==> src/rtl/render_frame_writer_pkg.sv <==
// Shared constants, FSM encoding and ordered-dither table for the 3D-region frame buffer writer.
package render_pkg;

    localparam int FRAME_W      = 634 - 390;
    localparam int FRAME_H      = 765 - 390;
    localparam int FRAME_PIXELS = FRAME_W * FRAME_H;

    typedef enum logic {
        WRITE     = 1'b0,
        WAIT_SWAP = 1'b1
    } fsm_t;

    // 2x2 Bayer threshold, indexed by {row parity, column parity}
    function automatic logic [7:0] bayer(input logic [1:0] idx);
        case (idx)
            2'b00:   bayer = 8'd0;
            2'b01:   bayer = 8'd8;
            2'b10:   bayer = 8'd12;
            default: bayer = 8'd4;
        endcase
    endfunction

endpackage

==> src/rtl/render_frame_writer_if.sv <==
// Renderer pixel stream: 24b RGB with screen coordinates and a valid/ready handshake.
interface render_frame_writer_if;
    logic [23:0] s_pixel_tdata;
    logic        s_pixel_tvalid;
    logic        s_pixel_tready;
    logic [10:0] s_hcount;
    logic [9:0]  s_vcount;

    modport master (
        output s_pixel_tdata, s_pixel_tvalid, s_hcount, s_vcount,
        input  s_pixel_tready
    );

    modport slave (
        input  s_pixel_tdata, s_pixel_tvalid, s_hcount, s_vcount,
        output s_pixel_tready
    );
endinterface

==> src/rtl/render_frame_writer_pixel_pack.sv <==
// Combinational 24b RGB -> 12b {R4,G4,B4}; RENDER_FRAME_WRITER_DITHER_EN adds 2x2 ordered dither.
module pixel_pack
    import render_pkg::*;
(
    input  logic [23:0] rgb,
    input  logic [1:0]  phase,
    output logic [11:0] packed_rgb
);

`ifdef RENDER_FRAME_WRITER_DITHER_EN
    // Bias then keep the top nibble; a carry out clamps to full scale.
    function automatic logic [3:0] dither_ch(input logic [7:0] ch, input logic [7:0] bias);
        logic [8:0] sum;
        sum = {1'b0, ch} + {1'b0, bias};
        return sum[8] ? 4'hF : sum[7:4];
    endfunction

    logic [7:0] bias;
    assign bias       = bayer(phase);
    assign packed_rgb = {dither_ch(rgb[23:16], bias),
                         dither_ch(rgb[15:8],  bias),
                         dither_ch(rgb[7:0],   bias)};
`else
    logic unused_bits;
    assign unused_bits = ^{phase, rgb[19:16], rgb[11:8], rgb[3:0]};
    assign packed_rgb  = {rgb[23:20], rgb[15:12], rgb[7:4]};
`endif

endmodule

==> src/rtl/render_frame_writer.sv <==
// Double-buffered frame writer: packs renderer pixels into the write bank, swaps banks on scanout new-frame.
// Optional ordered dither is enabled by defining RENDER_FRAME_WRITER_DITHER_EN.
module render_frame_writer
    import render_pkg::*;
#(
    parameter int START_X       = 390,
    parameter int START_Y       = 390,
    parameter int END_X         = 634,
    parameter int END_Y         = 765,
    parameter int REGION_DIVIDE = 530,
    parameter int CYL_SHIFT     = 2,
    parameter int ADDR_W        = 18
) (
    input  logic              clk_in,
    input  logic              rst_in,
    render_frame_writer_if.slave pix,
    input  logic              nf_in,
    output logic [ADDR_W-1:0] wr_addr_out,
    output logic [11:0]       wr_data_out,
    output logic              wr_en_out,
    output logic              rd_bank_out,
    output logic              frame_done_out,
    output logic [15:0]       drop_count_out
);

    fsm_t state, state_next;
    logic wr_bank;
    logic swap;
    logic accept, in_window, last_pixel;
    logic signed [11:0] col;
    logic signed [10:0] row;
    logic [11:0] pix12;
    logic [ADDR_W-1:0] addr_next;

    pixel_pack u_pack (
        .rgb        (pix.s_pixel_tdata),
        .phase      ({pix.s_vcount[0], pix.s_hcount[0]}),
        .packed_rgb (pix12)
    );

    assign pix.s_pixel_tready = (state == WRITE) && !rst_in;
    assign accept             = pix.s_pixel_tvalid && pix.s_pixel_tready;

    // Cylinder rows are rendered two columns to the right; pull them back into frame coordinates.
    always_comb begin
        col = $signed({1'b0, pix.s_hcount} - 12'(START_X)
                      - ((pix.s_vcount < 10'(REGION_DIVIDE)) ? 12'(CYL_SHIFT) : 12'd0));
        row = $signed({1'b0, pix.s_vcount} - 11'(START_Y));
        in_window  = !col[11] && (col[10:0] < 11'(FRAME_W)) &&
                     !row[10] && (row[9:0]  < 10'(FRAME_H));
        addr_next  = (wr_bank ? ADDR_W'(FRAME_PIXELS) : '0)
                   + ADDR_W'(row[9:0]) * ADDR_W'(FRAME_W)
                   + ADDR_W'(col[10:0]);
        last_pixel = (pix.s_hcount == 11'(END_X - 1)) && (pix.s_vcount == 10'(END_Y - 1));
    end

    always_comb begin
        state_next = state;
        swap       = 1'b0;
        case (state)
            WRITE:     if (accept && last_pixel) state_next = WAIT_SWAP;
            WAIT_SWAP: if (nf_in) begin
                           swap       = 1'b1;
                           state_next = WRITE;
                       end
        endcase
    end

    always_ff @(posedge clk_in) begin
        if (rst_in) begin
            state          <= WRITE;
            wr_bank        <= 1'b1;
            rd_bank_out    <= 1'b0;
            frame_done_out <= 1'b0;
            wr_en_out      <= 1'b0;
            wr_addr_out    <= '0;
            wr_data_out    <= '0;
            drop_count_out <= '0;
        end else begin
            state          <= state_next;
            frame_done_out <= swap;
            if (swap) begin
                rd_bank_out <= wr_bank;
                wr_bank     <= ~wr_bank;
            end
            wr_en_out <= accept && in_window;
            if (accept && in_window) begin
                wr_addr_out <= addr_next;
                wr_data_out <= pix12;
            end
            if (accept && !in_window && drop_count_out != 16'hFFFF)
                drop_count_out <= drop_count_out + 16'd1;
        end
    end

endmodule

==> src/flat_wrapper.sv <==
// flat-port wrapper written by rule: the top's interface ports become plain ports
module render_frame_writer_flat import render_pkg::*;
#(
    parameter int START_X       = 390,
    parameter int START_Y       = 390,
    parameter int END_X         = 634,
    parameter int END_Y         = 765,
    parameter int REGION_DIVIDE = 530,
    parameter int CYL_SHIFT     = 2,
    parameter int ADDR_W        = 18
)
  (clk_in, rst_in, nf_in, wr_addr_out, wr_data_out, wr_en_out, rd_bank_out, frame_done_out, drop_count_out, pix_s_pixel_tdata, pix_s_pixel_tvalid, pix_s_hcount, pix_s_vcount, pix_s_pixel_tready);
  render_frame_writer_if pix_i ();
  input  logic clk_in;
  input  logic rst_in;
  input  logic nf_in;
  output logic [ADDR_W-1:0] wr_addr_out;
  output logic [11:0] wr_data_out;
  output logic wr_en_out;
  output logic rd_bank_out;
  output logic frame_done_out;
  output logic [15:0] drop_count_out;
  input wire logic [$bits(pix_i.s_pixel_tdata)-1:0] pix_s_pixel_tdata;
  input wire logic [$bits(pix_i.s_pixel_tvalid)-1:0] pix_s_pixel_tvalid;
  input wire logic [$bits(pix_i.s_hcount)-1:0] pix_s_hcount;
  input wire logic [$bits(pix_i.s_vcount)-1:0] pix_s_vcount;
  output wire logic [$bits(pix_i.s_pixel_tready)-1:0] pix_s_pixel_tready;
  assign pix_i.s_pixel_tdata = pix_s_pixel_tdata;
  assign pix_i.s_pixel_tvalid = pix_s_pixel_tvalid;
  assign pix_i.s_hcount = pix_s_hcount;
  assign pix_i.s_vcount = pix_s_vcount;
  assign pix_s_pixel_tready = pix_i.s_pixel_tready;
  render_frame_writer #(.START_X(START_X), .START_Y(START_Y), .END_X(END_X), .END_Y(END_Y), .REGION_DIVIDE(REGION_DIVIDE), .CYL_SHIFT(CYL_SHIFT), .ADDR_W(ADDR_W)) u_core (.clk_in(clk_in), .rst_in(rst_in), .pix(pix_i), .nf_in(nf_in), .wr_addr_out(wr_addr_out), .wr_data_out(wr_data_out), .wr_en_out(wr_en_out), .rd_bank_out(rd_bank_out), .frame_done_out(frame_done_out), .drop_count_out(drop_count_out));
endmodule
==> config.mk <==
export PLATFORM = sky130hd
export DESIGN_NAME = render_frame_writer_flat
export DESIGN_NICKNAME = d
export VERILOG_FILES = /design/src/rtl/render_frame_writer_pkg.sv /design/src/rtl/render_frame_writer_if.sv /design/src/rtl/render_frame_writer_pixel_pack.sv /design/src/rtl/render_frame_writer.sv /design/src/flat_wrapper.sv
export SDC_FILE = /design/constraint.sdc
export NUM_CORES = 1
export LEC_CHECK = 0
export CORE_AREA = 4 4 186 116
export DETAILED_ROUTE_END_ITERATION = 16
export DIE_AREA = 0 0 190 120
export PLACE_DENSITY_LB_ADDON = 0.05
export SLEW_MARGIN = 5
export SYNTH_ARGS = -nofsm -noshare
export SYNTH_HDL_FRONTEND = slang
export SYNTH_SLANG_ARGS = --single-unit
==> constraint.sdc <==
create_clock -name clk_in -period 8 [get_ports clk_in]
set_input_delay 1.6 -clock clk_in [delete_from_list [all_inputs] [get_ports clk_in]]
set_output_delay 1.6 -clock clk_in [all_outputs]
set_load 0.1 [all_outputs]
* Yosys cells after proc, flatten, opt, wreduce, memory -nomap -nowiden
Cells that the tools add are included.
** Storage, ports and cells
- Register bits :: 51
- Input port bits :: 49
- Output and inout port bits :: 50
- Logic and storage cells :: 44
** Operators by class
- $add $sub $neg :: 6
- Multipliers :: 1
- $lt $le $gt $ge :: 3
- Equal/unequal tests :: 3
- Multiplexer cells :: 7
- Bitwise gates (word level) :: 2
- Reduce and logical (&&, ||, !) cells :: 14
** Operator list (number)
- adder 18 x 11 -> 18 bit :: 1
- adder 18 bit :: 1
- 2-to-1 mux 17 bit :: 1
- adder 16 x 1 -> 16 bit (second input constant) :: 1
- multiplier 10 x 6 -> 16 bit (second input constant) :: 1
- inequality test 16 bit (second input constant) :: 1
- subtractor 11 x 9 -> 12 bit (second input constant) :: 1
- subtractor 12 bit :: 1
- equality test 11 x 10 -> 1 bit (second input constant) :: 1
- < comparator 11 x 8 -> 1 bit (second input constant) :: 1
- subtractor 10 x 9 -> 11 bit (second input constant) :: 1
- equality test 10 bit (second input constant) :: 1
- logical AND 1 bit :: 10
- < comparator 10 bit (second input constant) :: 1
- < comparator 10 x 9 -> 1 bit (second input constant) :: 1
- zero test 1 bit :: 4
- 2-to-1 mux 1 bit :: 4
- 2-to-1 mux 2 bit :: 1
- inverter 1 bit :: 2
- case mux 1 bit (2 select lines) :: 1

* Logic depth before layout (Yosys ltp)
- Depth in word-level cells :: 10
- Depth in mapped cells :: 28
- Gate-level depth less buffers :: 27

* Modules after synthesis
Synthesis repeated with hierarchy kept, for this count alone.
** Second synthesis, totals
- Cell total of the unflattened synthesis :: 579
- Area, all modules :: 5077.4 sq um
** Modules (own cells, without submodules)
- render_frame_writer :: instances 1, cells an instance 567, area an instance 4987.3 sq um, sequential area each 1021.0 sq um
- pixel_pack :: instances 1, cells an instance 12, area an instance 90.1 sq um, sequential area each 0.0 sq um

* Worst setup path after synthesis
OpenSTA, ideal clock, no wires.
- Kind :: input-to-reg
- Start point :: input port pix_s_vcount[2]
- End point :: register u_core.wr_addr_out[17]
- Setup time :: 0.086 ns
- Data arrival time :: 6.967 ns
- Required time :: 7.914 ns
- Slack :: 0.947 ns
- Stages :: 24
- Buffers on the path :: 1
- Path through :: clkbuf_1 > a21o_1 > o41ai_1 > xnor2_1 > inv_1 > xnor2_1 > fa_1 > inv_1 > fa_1 > inv_1 > ha_1 > o21a_1 > o31a_1 > a21o_1 > fa_1 > inv_1 > ha_1 > or2_2 > a21oi_1 > a21oi_1 > a2111o_1 > nand3_1 > xnor2_1 > a211oi_1
** On the way
- Longest elaborated chain between the ends :: 8
- Elaborated cells between the ends (all ways) :: 15
- Classes of those cells :: 4 x add/sub; 1 x mul; 3 x order compare; 1 x mux; 6 x reduce/logical
** RTL lines
- start: declaration :: RTL line flat_wrapper.sv:26 : input wire logic [$bits(pix_i.s_vcount)-1:0] pix_s_vcount;
- branches (longest 8 deep; another with adder 18 bit)
- end signal: assignment :: RTL line render_frame_writer.sv:88 : wr_addr_out <= addr_next;
- end: declaration :: RTL line render_frame_writer.sv:18 : output logic [ADDR_W-1:0] wr_addr_out,
Several ways; the timed one is not identified.
A chain may end at the register's enable or synchronous reset.

* Final worst setup path
- Start point :: input port pix_s_vcount[1]
- End point :: register u_core.wr_addr_out[17]
Same word-level chain as after synthesis.

==> reports/metrics.cfg <==
[status]
status=complete, no violations

[clock_tree]
clkTransAtPathRegs_ns=0.07
cts.htree.levels=2
cts_hold_buf=0
cts_sinks=51
numCtsBuffers=5
ctsRootBufferMaster=clkbuf_16
worstSkewPairLatency_ns=0.30
cts_max_path_buffers=2
cts_tree=yes

[detailed_routing]
vias=4212
drt_iter0_markers=187
wl_met3_um=791
totalWireLength_mm=13.64
vias_per_cell=4.490
met2WireLength_mm=5.179
wl_per_cell_um=14.54
wirelength_met1_mm=7.606
top_layer_used=met4
first_pass_iters=5
ant_nets=0
drc_errors=0

[synthesis]
syn_avg_cell_area_um2=8.614
synth_top_family_by_area=adder cells
yosysWarnings=0
synthAdderAreaFrac_pct=26.50
synthCells=570
yosysTopAreaCellShare_pct=20.80
yosysUniqueCellTypes=59
synth_xor_area_share_pct=8.767
async_flop_share_pct=0
ys_ff_latch=51
synth_top_area_cell=dfxtp_1
synth_fp_nets=708
synth-seq-area-share_pct=20.80
synth_compound_area_share_pct=12.92
yosys.area_share.simple_pct=18.40
synthFlopType=dfxtp_1
muxShareOfSynthArea_pct=5.938
netlist_area_mm2=0.004910
synth_edf_count=0
synthTopCellsByArea=dfxtp_1 21%, ha_1 16%, fa_1 10%

[timing]
final_max_slew_viol_count=0
rsz0062_at_grt=false
worstMarginPinSlew_ns=1.033
setup_tns_ns=0
finalHoldViolations=0
setup_violations=0
fin_crit_sh_pct=93.51
slew_headroom_pct=30.90
fmax_mhz=133.7
fin_crit_ns=7.481
clock_skew_ns=0.009341

[pwr]
ir_worst_vdd_mv=0.2367
power_mw=2.196
combPwrFrac_pct=78.5
netSwitchingFraction_pct=46.98
p_leak_nw=2.805
power.switching_mw=1.032
sequentialPowerShare_pct=11.9
power_density_mw_per_mm2=348.0
p_clk_share_pct=9.6
internal_power_mw=1.164

[finish]
drive_above_1_share_pct=5.564
layout_commonest_cell=clkdlybuf4s50_1
diodes=0
nNetsFinal=802
mostFrequentLayoutCells=85 x clkdlybuf4s50_1, 70 x inv_1, 64 x ha_1, 54 x nor2_1, 51 x dfxtp_1
areaGrowthSynthToFinish_pct=28.52

[grt]
antenna_found_initial=0
grt_pass1_vias=4278
grt_usage_pct=12.45
grt_pass1_wl_mm=23.07
grt_start_max_net_pins=53
grt.overflow.total=0

[floorplan]
fp.dieH_um=120
die_area_mm2=0.02280
ios=99
start_util_pct=24.84
rows=40
core-area_mm2=0.01977
die_x_um=190

[worst_setup_path]
critPathLaunchType=primary input
crit_arrival_ns=7.69
crit_fanout=8
crit_type=in2reg
required_ns=8.20
end_kind=register

[place]
place.gp.congestion=0.7579
port-buffer-count=86
dp_hpwl_mm=11.22

[worst_hold_path]
hp-class=reg2reg

[flow_run]
drv_cap=0

power by group through the flow:
stage               clock, mW  sequential (mW)  combinational, mW
floorplan                   0            0.302               1.33
global placement            0            0.267               1.74
detailed placement          0            0.267               1.74
CTS                     0.222            0.262               1.76
global route            0.236            0.262               2.01
finish                  0.211            0.262               1.72
cells by family after synthesis:
| kind of cell | count (synthesis) |
|---|---|
| AND/OR/NAND/NOR | 173 |
| AO/OA/AOI/OAI | 95 |
| adder cells (fa/ha/maj) | 89 |
| buffers and inverters | 86 |
| flip-flops | 51 |
| XOR/XNOR | 47 |
| multiplexers | 29 |
cell usage after synthesis (all sizes together) (3+ instances only):
cell type,n
a211oi,5
a21o,8
a21oi,36
and3,5
and4,4
buf,5
clkbuf,11
dfxtp,51
fa,25
ha,64
inv,70
mux2i,28
nand2,28
nand2b,5
nand3,9
nand4,6
nor2,54
nor2b,12
nor3,11
nor3b,3
nor4,7
nor4b,3
o21a,5
o21ai,15
o31a,3
o41ai,4
or2,6
or3,11
xnor2,31
xor2,16
registers in the layout, summed over array words and instances, names as in the netlist:
name and cells:
u_core.frame_done_out 1, u_core.wr_en_out 1, u_core.drop_count_out 16, u_core.wr_data_out 12, u_core.wr_bank 1, u_core.rd_bank_out 1, u_core.wr_addr_out 18, u_core.state 1
what timing repair did:
| action | 4_1_cts | 5_1_grt |
|---|---|---|
| endpoints found under the hold margin | 0 | 0 |
| buffers inserted | 0 | 1 |
| endpoints found under the setup margin | 0 | 1 |
| resized for setup | 0 | 1 |
layer usage:
layer / vias up / track usage, %
met5: - / 0
met4: 0 / 1.220
met3: 4 / 3.023
met2: 83 / 17.05
met1: 1983 / 19.90
li1: 2142 / -
layout make-up:
class | count | area, µm²
Sequential cell | 51 | 1021
Multi-Input combinational cell | 433 | 3563
Fill cell | 2078 | 13460
Clock inverter | 1 | 5.005
Clock buffer | 7 | 132.6
Inverter | 70 | 262.8
Tap cell | 273 | 341.6
Timing Repair Buffer | 103 | 983.4
per-stage QoR:
stage               instances  hold WS [ns]  utilization, %  setup slack (ns)  area, µm²
floorplan                 570        0.4760               -            0.9474       4910
global placement          929        0.4471           31.18            0.2554       6165
detailed placement        929        0.4467           31.18            0.1659       6165
CTS                       937        0.4572           31.88            0.4465       6302
global route              938        0.4882           31.92           0.02282       6310
finish                    938        0.4533           31.92            0.5192       6310
path summary, 6_finish.rpt:
| path | from | to | slack, ns | cells after the start |
|---|---|---|---|---|
| worst max-delay path | pix_s_vcount[1] | u_core.wr_addr_out[17]$_SDFFE_PP0P_ | 0.52 | 28 |
| worst min-delay path | u_core.wr_addr_out[7]$_SDFFE_PP0P_ | u_core.wr_addr_out[7]$_SDFFE_PP0P_ | 0.45 | 2 |
| worst max register to register | u_core.wr_bank$_SDFFE_PP1P_ | u_core.wr_addr_out[16]$_SDFFE_PP0P_ | 3.92 | 13 |
| worst min register to register | u_core.wr_addr_out[7]$_SDFFE_PP0P_ | u_core.wr_addr_out[7]$_SDFFE_PP0P_ | 0.45 | 2 |
critical path, cell delays in order:
cell and delay, ns:
clkdlybuf4s50_1 0.42, buf_4 0.19, a21o_1 0.25, nor3_1 0.22, xor2_1 0.29, buf_4 0.22, xor2_1 0.23, ha_1 0.27
inv_1 0.07, fa_1 0.44, fa_1 0.55, inv_1 0.04, ha_1 0.33, nor2b_1 0.15, o31a_1 0.13, o21ai_0 0.21
a21boi_1 0.13, o21a_1 0.18, nor2_1 0.11, xnor2_1 0.13, ha_1 0.18, xor2_1 0.18, xnor2_1 0.15, and4_1 0.22
a311oi_1 0.26, nand3_1 0.12, xnor2_1 0.16, a211oi_1 0.23
Note: power is estimated with default switching activity, not from simulation.
